<file path="config.mk">
export PLATFORM = sky130hd
export DESIGN_NAME = five_bit_lock
export DESIGN_NICKNAME = d
export VERILOG_FILES = /design/src/rtl/five_bit_lock.sv
export SDC_FILE = /design/constraint.sdc
export NUM_CORES = 1
export LEC_CHECK = 0
export BUFFER_PORTS_ARGS = -buffer_cell sky130_fd_sc_hd__buf_2
export CORE_AREA = 4 4 41 43
export DETAILED_ROUTE_END_ITERATION = 7
export DIE_AREA = 0 0 45 47
export PLACE_DENSITY_LB_ADDON = 0.3
export SLEW_MARGIN = 15
export SYNTH_ARGS = -nofsm -noshare
export SYNTH_HDL_FRONTEND = slang
export SYNTH_SLANG_ARGS = --single-unit
</file>
<file path="constraint.sdc">
create_clock -name clk -period 1.7 [get_ports clk]
set_clock_uncertainty 0.2 [all_clocks]
set_input_delay 0.085 -clock clk [delete_from_list [all_inputs] [get_ports clk]]
set_output_delay 0.085 -clock clk [all_outputs]
set_load 0.01 [all_outputs]
</file>
<file path="src/rtl/five_bit_lock.sv">
// rtl/five_bit_lock.sv - serial combination lock with overlapping (KMP) match detection
module five_bit_lock #(
    parameter logic [4:0] CODE     = 5'b11100,
    parameter int         CODE_LEN = 5
) (
    input  logic clk,
    input  logic reset,
    input  logic a,
    output logic l
);

    // State value = number of leading CODE bits matched; CODE_LEN means UNLOCK.
    localparam int SW = $clog2(CODE_LEN + 1);
    typedef logic [SW-1:0] state_t;

    localparam state_t MATCH0 = '0;
    localparam state_t UNLOCK = state_t'(CODE_LEN);

    // Bit i of the combination in entry order (i = 0 is entered first).
    function automatic logic code_bit(input int i);
        logic [CODE_LEN-1:0] v;
        v = CODE[CODE_LEN-1:0] >> (CODE_LEN - 1 - i);
        return v[0];
    endfunction

    // Longest CODE prefix that is a suffix of (first k CODE bits, then b).
    function automatic int kmp_next(input int k, input logic b);
        int   best;
        int   p;
        logic ok;
        logic cb;
        best = 0;
        for (int j = 1; j <= CODE_LEN; j++) begin
            if (j <= k + 1) begin
                ok = 1'b1;
                for (int i = 0; i < CODE_LEN; i++) begin
                    if (i < j) begin
                        p  = k + 1 - j + i;
                        cb = (p < k) ? code_bit(p) : b;
                        if (cb != code_bit(i)) begin
                            ok = 1'b0;
                        end
                    end
                end
                if (ok) begin
                    best = j;
                end
            end
        end
        return best;
    endfunction

    state_t next_on0 [CODE_LEN+1];
    state_t next_on1 [CODE_LEN+1];

    // Fallback table folds to constants at elaboration.
    for (genvar k = 0; k <= CODE_LEN; k++) begin : g_tab
        assign next_on0[k] = state_t'(kmp_next(k, 1'b0));
        assign next_on1[k] = state_t'(kmp_next(k, 1'b1));
    end

    state_t state_q, state_d;
    logic   l_q, l_d;

    // Next-state: follow the fallback table; unreachable encodings recover to MATCH0.
    always_comb begin
        state_d = MATCH0;
        l_d     = 1'b0;
        if (state_q <= UNLOCK) begin
            state_d = a ? next_on1[state_q] : next_on0[state_q];
        end
        l_d = (state_d == UNLOCK);
    end

    // State and unlock flag registers; reset clears progress immediately.
    always_ff @(posedge clk or negedge reset) begin
        if (!reset) begin
            state_q <= MATCH0;
            l_q     <= 1'b0;
        end else begin
            state_q <= state_d;
            l_q     <= l_d;
        end
    end

    assign l = l_q;

endmodule

</file>
==> results by group, run 1 <==
Yosys
  – Adder-Cell Fraction of Synth Area: 0
  – Seq/Total Area, Yosys: 0.611
  – Multiplexer share of the synthesized area: 0
  – Mapped Cells: 14
  – Syn Std Cell Area: 164 sq um
  – Post-synthesis compound-gate area fraction: 0.107
  – Synth warn: 0
  – Ys flop type: dfrtp_1
  – Synth Register Bits: 4
  – EDFF count, synth: 0
  – Area share of the largest cell type after synthesis: 0.611
  – Largest family of logic cells by synthesized area: simple AND/OR/NAND/NOR gates
  – Largest cells by area after synthesis: dfrtp_1 (61%), nor4b_1 (5.3%), or3b_1 (5.3%)
  – Synthesized area per cell: 11.7 sq um
  – Top cells by count, synth: dfrtp_1 (4), nor2_1 (2)
  – Most numerous cell in the Yosys netlist: dfrtp_1
  – Simple-Gate Fraction of Synth Area: 0.282
  – Synth Area in XOR/XNOR: 0
  – Asr flop ratio synth: 1.00
  – Netlist cell types: 10
  – Area leader, netlist: dfrtp_1
  – Synth Net Count: 17

Timing
  – Post-route setup TNS: 0 ns
  – Setup WS post-layout: 0.505 ns
  – Fmax: 0.837 GHz
  – Worst hold margin: 0.309 ns
  – Tightest Pin Transition: 0.266 ns
  – Final worst-path cycle share: 0.703
  – Worst rel slew slack: 0.820
  – Max Slew Vio Count: 0
  – Setup-failing EPs final: 0
  – Fin crit period: 1.20 ns
  – Final Hold Viols: 0
  – Unrepaired setup endpoints after global routing: no

Clocking
  – Clock latency on the worst-skew pair: 0.23 ns
  – Clock sink total: 4
  – Hold_buf cts: 3
  – Root buf cell: clkbuf_4
  – H-tree depth: 1
  – Number of setup buffers added after CTS: 0
  – Clock transition at path regs: 0.04 ns
  – Inserted Clock Buffers: 3
  – Longest Clk Path Bufs: 2
  – Post-cts repair resize count: 0
  – TritonCTS clock tree: done

Global route
  – Vias in the first global route: 162
  – GRT Total Usage: 0.0547
  – Grt ovf: 0
  – Largest net degree at the start of global routing: 7
  – First-pass GRT wire length: 710 um
  – Antenna violations before repair: 0

Final layout
  – Fill count: 150
  – Area Overhead vs Synth: 52.7%
  – Nets@finish: 28
  – Area of the multi-input gates: 63.8 sq um
  – Reg area: 100 sq um
  – Finished Layout Cells: 38
  – Share of cells above drive strength 1: 0.261
  – Antenna cells: 0

Setup path
  – Crit-path max FO: 6
  – Highest-delay cell along the critical path: dfrtp_1
  – Reg2reg end: state_q[2]$_DFF_PN0_
  – CP Cell Sequence: or3b_1 > a21oi_1
  – CP Capture Type: register
  – FF-to-FF Start: state_q[1]$_DFF_PN0_
  – WP data arrival: 1.15 ns
  – Critical path origin: state_q[1]$_DFF_PN0_
  – Critical Path Max Stage Delay: 0.41 ns
  – Worst Reg-to-Reg Cells: 2
  – Startpoint types: register
  – CP Class: reg2reg
  – Worst Path Required: 1.66 ns
  – R2R setup slack: 0.50 ns

Die
  – Core area: 1300 sq um
  – Initial core utilization: 0.126
  – Number of placement rows: 13
  – Die Wd: 45 um
  – Die area: 2120 sq um
  – IO Count: 4
  – Die Ht: 47 um

Power and ir drop
  – Peak VDD IR: 0.000528 V
  – Leak: 0.000110 uW
  – Pwr/cell area: 1020 nW/um^2

Outcome
  – Status: complete, no violations

Run
  – Max Cap Viol: 0

Worst hold path
  – HP Start: state_q[0]$_DFF_PN0_
  – Worst Hold Path EP: l$_DFF_PN0_
  – Hold Crit Depth: 1
  – Worst Hold Class: reg2reg

Drt
  – Via count of the routed design: 139
  – DR DRC count: 0
  – Final WL: 313 um
  – Avg WL per Cell: 8.24 um
  – Via/cell ratio: 3.66
  – Post-DRT Antenna Nets: 0
  – Pre-antenna DRT Iters: 2
  – DR iter-0 viols: 1

Place
  – Routability cong.: 0.688
  – Dpl cells: 32
  – Pre-CTS setup slack: 0.510 ns
  – IO buf count: 3
worst max-delay path by stage:
stage                      endpoint  slack, ns
2_1_floorplan  state_q[2]$_DFF_PN0_       0.54
3_3_place_gp   state_q[2]$_DFF_PN0_       0.52
3_5_place_dp   state_q[2]$_DFF_PN0_       0.51
4_1_cts        state_q[2]$_DFF_PN0_       0.51
5_1_grt        state_q[2]$_DFF_PN0_       0.44
6_report       state_q[2]$_DFF_PN0_       0.50
cell type report:
class / count / area share
clock buffer: 3 / 0.0900
tap: 15 / 0.0750
sequential: 4 / 0.400
multi-input combinational: 10 / 0.255
timing repair buffer: 6 / 0.180
layer usage:
layer	track usage	share of wire	vias to the layer above
met1	0.0598	0.50	64
met2	0.0621	0.36	6
met4	0.0175	0	0
met5	0	0	-
li1	-	-	69
met3	0.0690	0.13	0
report_power, final:
part	switching, uW	leakage [uW]	internal, uW
Clock	34.3	0.0000138	78.6
Sequential	11.3	0.0000531	105
Combinational	10.6	0.0000436	15.7
worst max-delay path: cells and delay by family, from the launching register on:
| kind | cells | cell delay [ns] |
|---|---|---|
| AND/OR/NAND/NOR | 1 | 0.38 |
| flip-flops | 1 | 0.41 |
| AO/OA/AOI/OAI | 1 | 0.14 |
kinds of logic after synthesis:
group and count (synthesis):
AND/OR/NAND/NOR 7, AO/OA/AOI/OAI 3, flip-flops 4
placed cells by master (no fill, tap or decap):
master / instances
nand2b_1: 1
a21oi_1: 1
dlygate4sd3_1: 3
nor2_1: 2
o21ai_0: 1
or3b_1: 1
dfrtp_1: 4
nor4b_1: 1
a22oi_1: 1
or2b_1: 1
nand3b_1: 1
clkbuf_4: 3
buf_2: 3
stage by stage:
stage | total power [uW] | utilization | cell area (sq um)
after floorplan | 129 | - | 164
after global placement | 137 | 0.152 | 198
after detailed placement | 139 | 0.152 | 198
after CTS | 264 | 0.192 | 250
after global routing | 284 | 0.192 | 250
final | 256 | 0.192 | 250
registers in the layout, indices dropped and copies added (netlist names):
signal   flops
state_q      3
l            1
Power figures use the tool's default switching activity.
==> inputs of run 2 (changes only) <==
- clock period: 1.7 -> 1 ns (I/O delays scaled with it)
==> run 2 against run 1 <==
The flow now finishes with violations (negative hold slack, negative setup slack). Global-route usage decreased by 0.55 points. Cell area up 7.5%. Routed wire length is 21% higher. Sequential cell count is the same. Largest power group is now the clock network. Highest routed layer unchanged.
==> results by group, run 2 (synthesis gave the netlist of run 1 again) <==
Setup path
  – Critical Path Max Stage Delay: 0.39 ns
  – Critical path's top delay family: flip-flops
  – Crit-path max FO: 5
  – Buf/Inv on CP: 0
  – Startpoint types: register
  – CP Class: reg2reg
  – CP Cell Sequence: or3b_1 > a21oi_1
  – CP Capture Type: register
  – Worst Path Required: 0.96 ns
  – Highest-delay cell along the critical path: dfrtp_1
  – WP data arrival: 1.12 ns

Clocking
  – Longest Clk Path Bufs: 2
  – Inserted Clock Buffers: 3
  – Clock transition at path regs: 0.04 ns
  – Root buf cell: clkbuf_4
  – H-tree depth: 1
  – Clock latency on the worst-skew pair: 0.23 ns
  – TritonCTS clock tree: done
  – Clock sink total: 4
  – Hold_buf cts: 1

Global route
  – Antenna violations before repair: 0
  – Grt ovf: 0
  – First-pass GRT wire length: 634 um
  – GRT Total Usage: 0.0492
  – Vias in the first global route: 146
  – Largest net degree at the start of global routing: 7

Final layout
  – Antenna cells: 0
  – Area Overhead vs Synth: 64.1%
  – Fill count: 155
  – Top reg by flops: state_q
  – Share of cells above drive strength 1: 0.480
  – Nets@finish: 30
  – Largest register FFs: 3
  – Finished Layout Cells: 40
  – Commonest non-fill, non-tap cells in the layout: dfrtp_1 (4), buf_4 (4), clkbuf_4 (3), buf_2 (3)

Timing
  – Worst rel slew slack: 0.879
  – Setup WS post-layout: -0.161 ns
  – Worst hold margin: -0.171 ns
  – Fin crit period: 1.16 ns
  – Fmax: 0.861 GHz
  – Final Hold Viols: 8
  – Tightest Pin Transition: 0.181 ns
  – Unrepaired setup endpoints after global routing: yes
  – Max Slew Vio Count: 0
  – Final worst-path cycle share: 1.16
  – Setup-failing EPs final: 3

Outcome
  – Violated checks: negative hold slack, negative setup slack
  – Status: finished, violations left

Die
  – Die Ht: 47 um
  – Initial core utilization: 0.126
  – IO Count: 4
  – Number of placement rows: 13
  – Die Wd: 45 um
  – Core area: 1300 sq um
  – Die area: 2120 sq um

Power and ir drop
  – Internal power: 362 uW
  – Leak: 0.000124 uW
  – Clock power share: 0.415
  – Total net switching power: 111 uW
  – Sw Share: 0.234
  – Pwr/cell area: 1760 nW/um^2
  – Peak VDD IR: 0.000562 V
  – Combinational group share of total power: 0.183
  – Register share of total power: 0.403

Drt
  – Pre-antenna DRT Iters: 2
  – DR iter-0 viols: 4
  – Post-DRT Antenna Nets: 0
  – DR DRC count: 0
  – Via/cell ratio: 3.75
  – Final WL: 378 um
  – Avg WL per Cell: 9.45 um
  – Via count of the routed design: 150

Place
  – Routability cong.: 0.656
  – Pre-CTS setup slack: -0.154 ns
  – Dpl cells: 34
  – IO buf count: 3

Worst hold path
  – Worst Hold Class: in2reg

Run
  – Max Cap Viol: 0
[run 2: cell types whose count changed in the layout (fill, tap and decap cells not counted), sizes merged]
cell	delta
buf	+4
dlygate4sd3	-2
[run 2: routing by layer]
| metal | wire length, um | vias up | global-route usage |
|---|---|---|---|
| met4 | 0 | 0 | 0.0351 |
| met1 | 164 | 70 | 0.0461 |
| met5 | 0 | - | 0 |
| met3 | 50 | 0 | 0.0613 |
| met2 | 163 | 6 | 0.0565 |
| li1 | - | 74 | - |
[run 2: repair_timing]
action / CTS / global route
endpoints found under the hold margin: 8 / 8
pin swaps: 1 / 1
setup endpoints to repair: 4 / 4
setup buffers: 1 / 1
resized for setup: 1 / 1
[run 2: cell type report]
class                           instances  area (sq um)  area share
Clock buffer                            3          22.5      0.0837
Timing Repair Buffer                    8          55.1       0.205
Tap cell                               15          18.8      0.0698
Multi-Input combinational cell         10          72.6       0.270
Sequential cell                         4           100       0.372
[run 2: power by group through the flow]
stage	Clock, uW	Combinational, uW	Sequential, uW
after floorplan	0	23.8	196
after global placement	0	57.4	193
after detailed placement	0	60.9	194
after CTS	210	77.6	191
after global routing	216	99.9	195
final	196	86.4	190
[run 2: through the flow]
stage                     hold slack [ns]  setup TNS (ns)  utilization  area [sq um]  total power (uW)
final                              -0.171          -0.337        0.207           269               473
after floorplan                    -0.446          -0.149            -           164               220
after detailed placement           -0.341          -0.351        0.163           213               255
after global placement             -0.343          -0.307        0.163           213               250
after global routing               -0.168          -0.535        0.207           269               511
after CTS                          -0.186          -0.318        0.199           259               478
[run 2: path summary, 6_finish.rpt]
check                                        to                 start  depth (start not counted)  slack [ns]
max                        state_q[2]$_DFF_PN0_  state_q[2]$_DFF_PN0_                          2       -0.16
min                        state_q[2]$_DFF_PN0_                     a                          2       -0.17
max reg2reg                state_q[2]$_DFF_PN0_  state_q[2]$_DFF_PN0_                          2       -0.16
min reg2reg                state_q[2]$_DFF_PN0_  state_q[0]$_DFF_PN0_                          2        0.32
max in group asynchronous  state_q[1]$_DFF_PN0_                 reset                          2        0.52
min in group asynchronous  state_q[2]$_DFF_PN0_                 reset                          2       -0.05
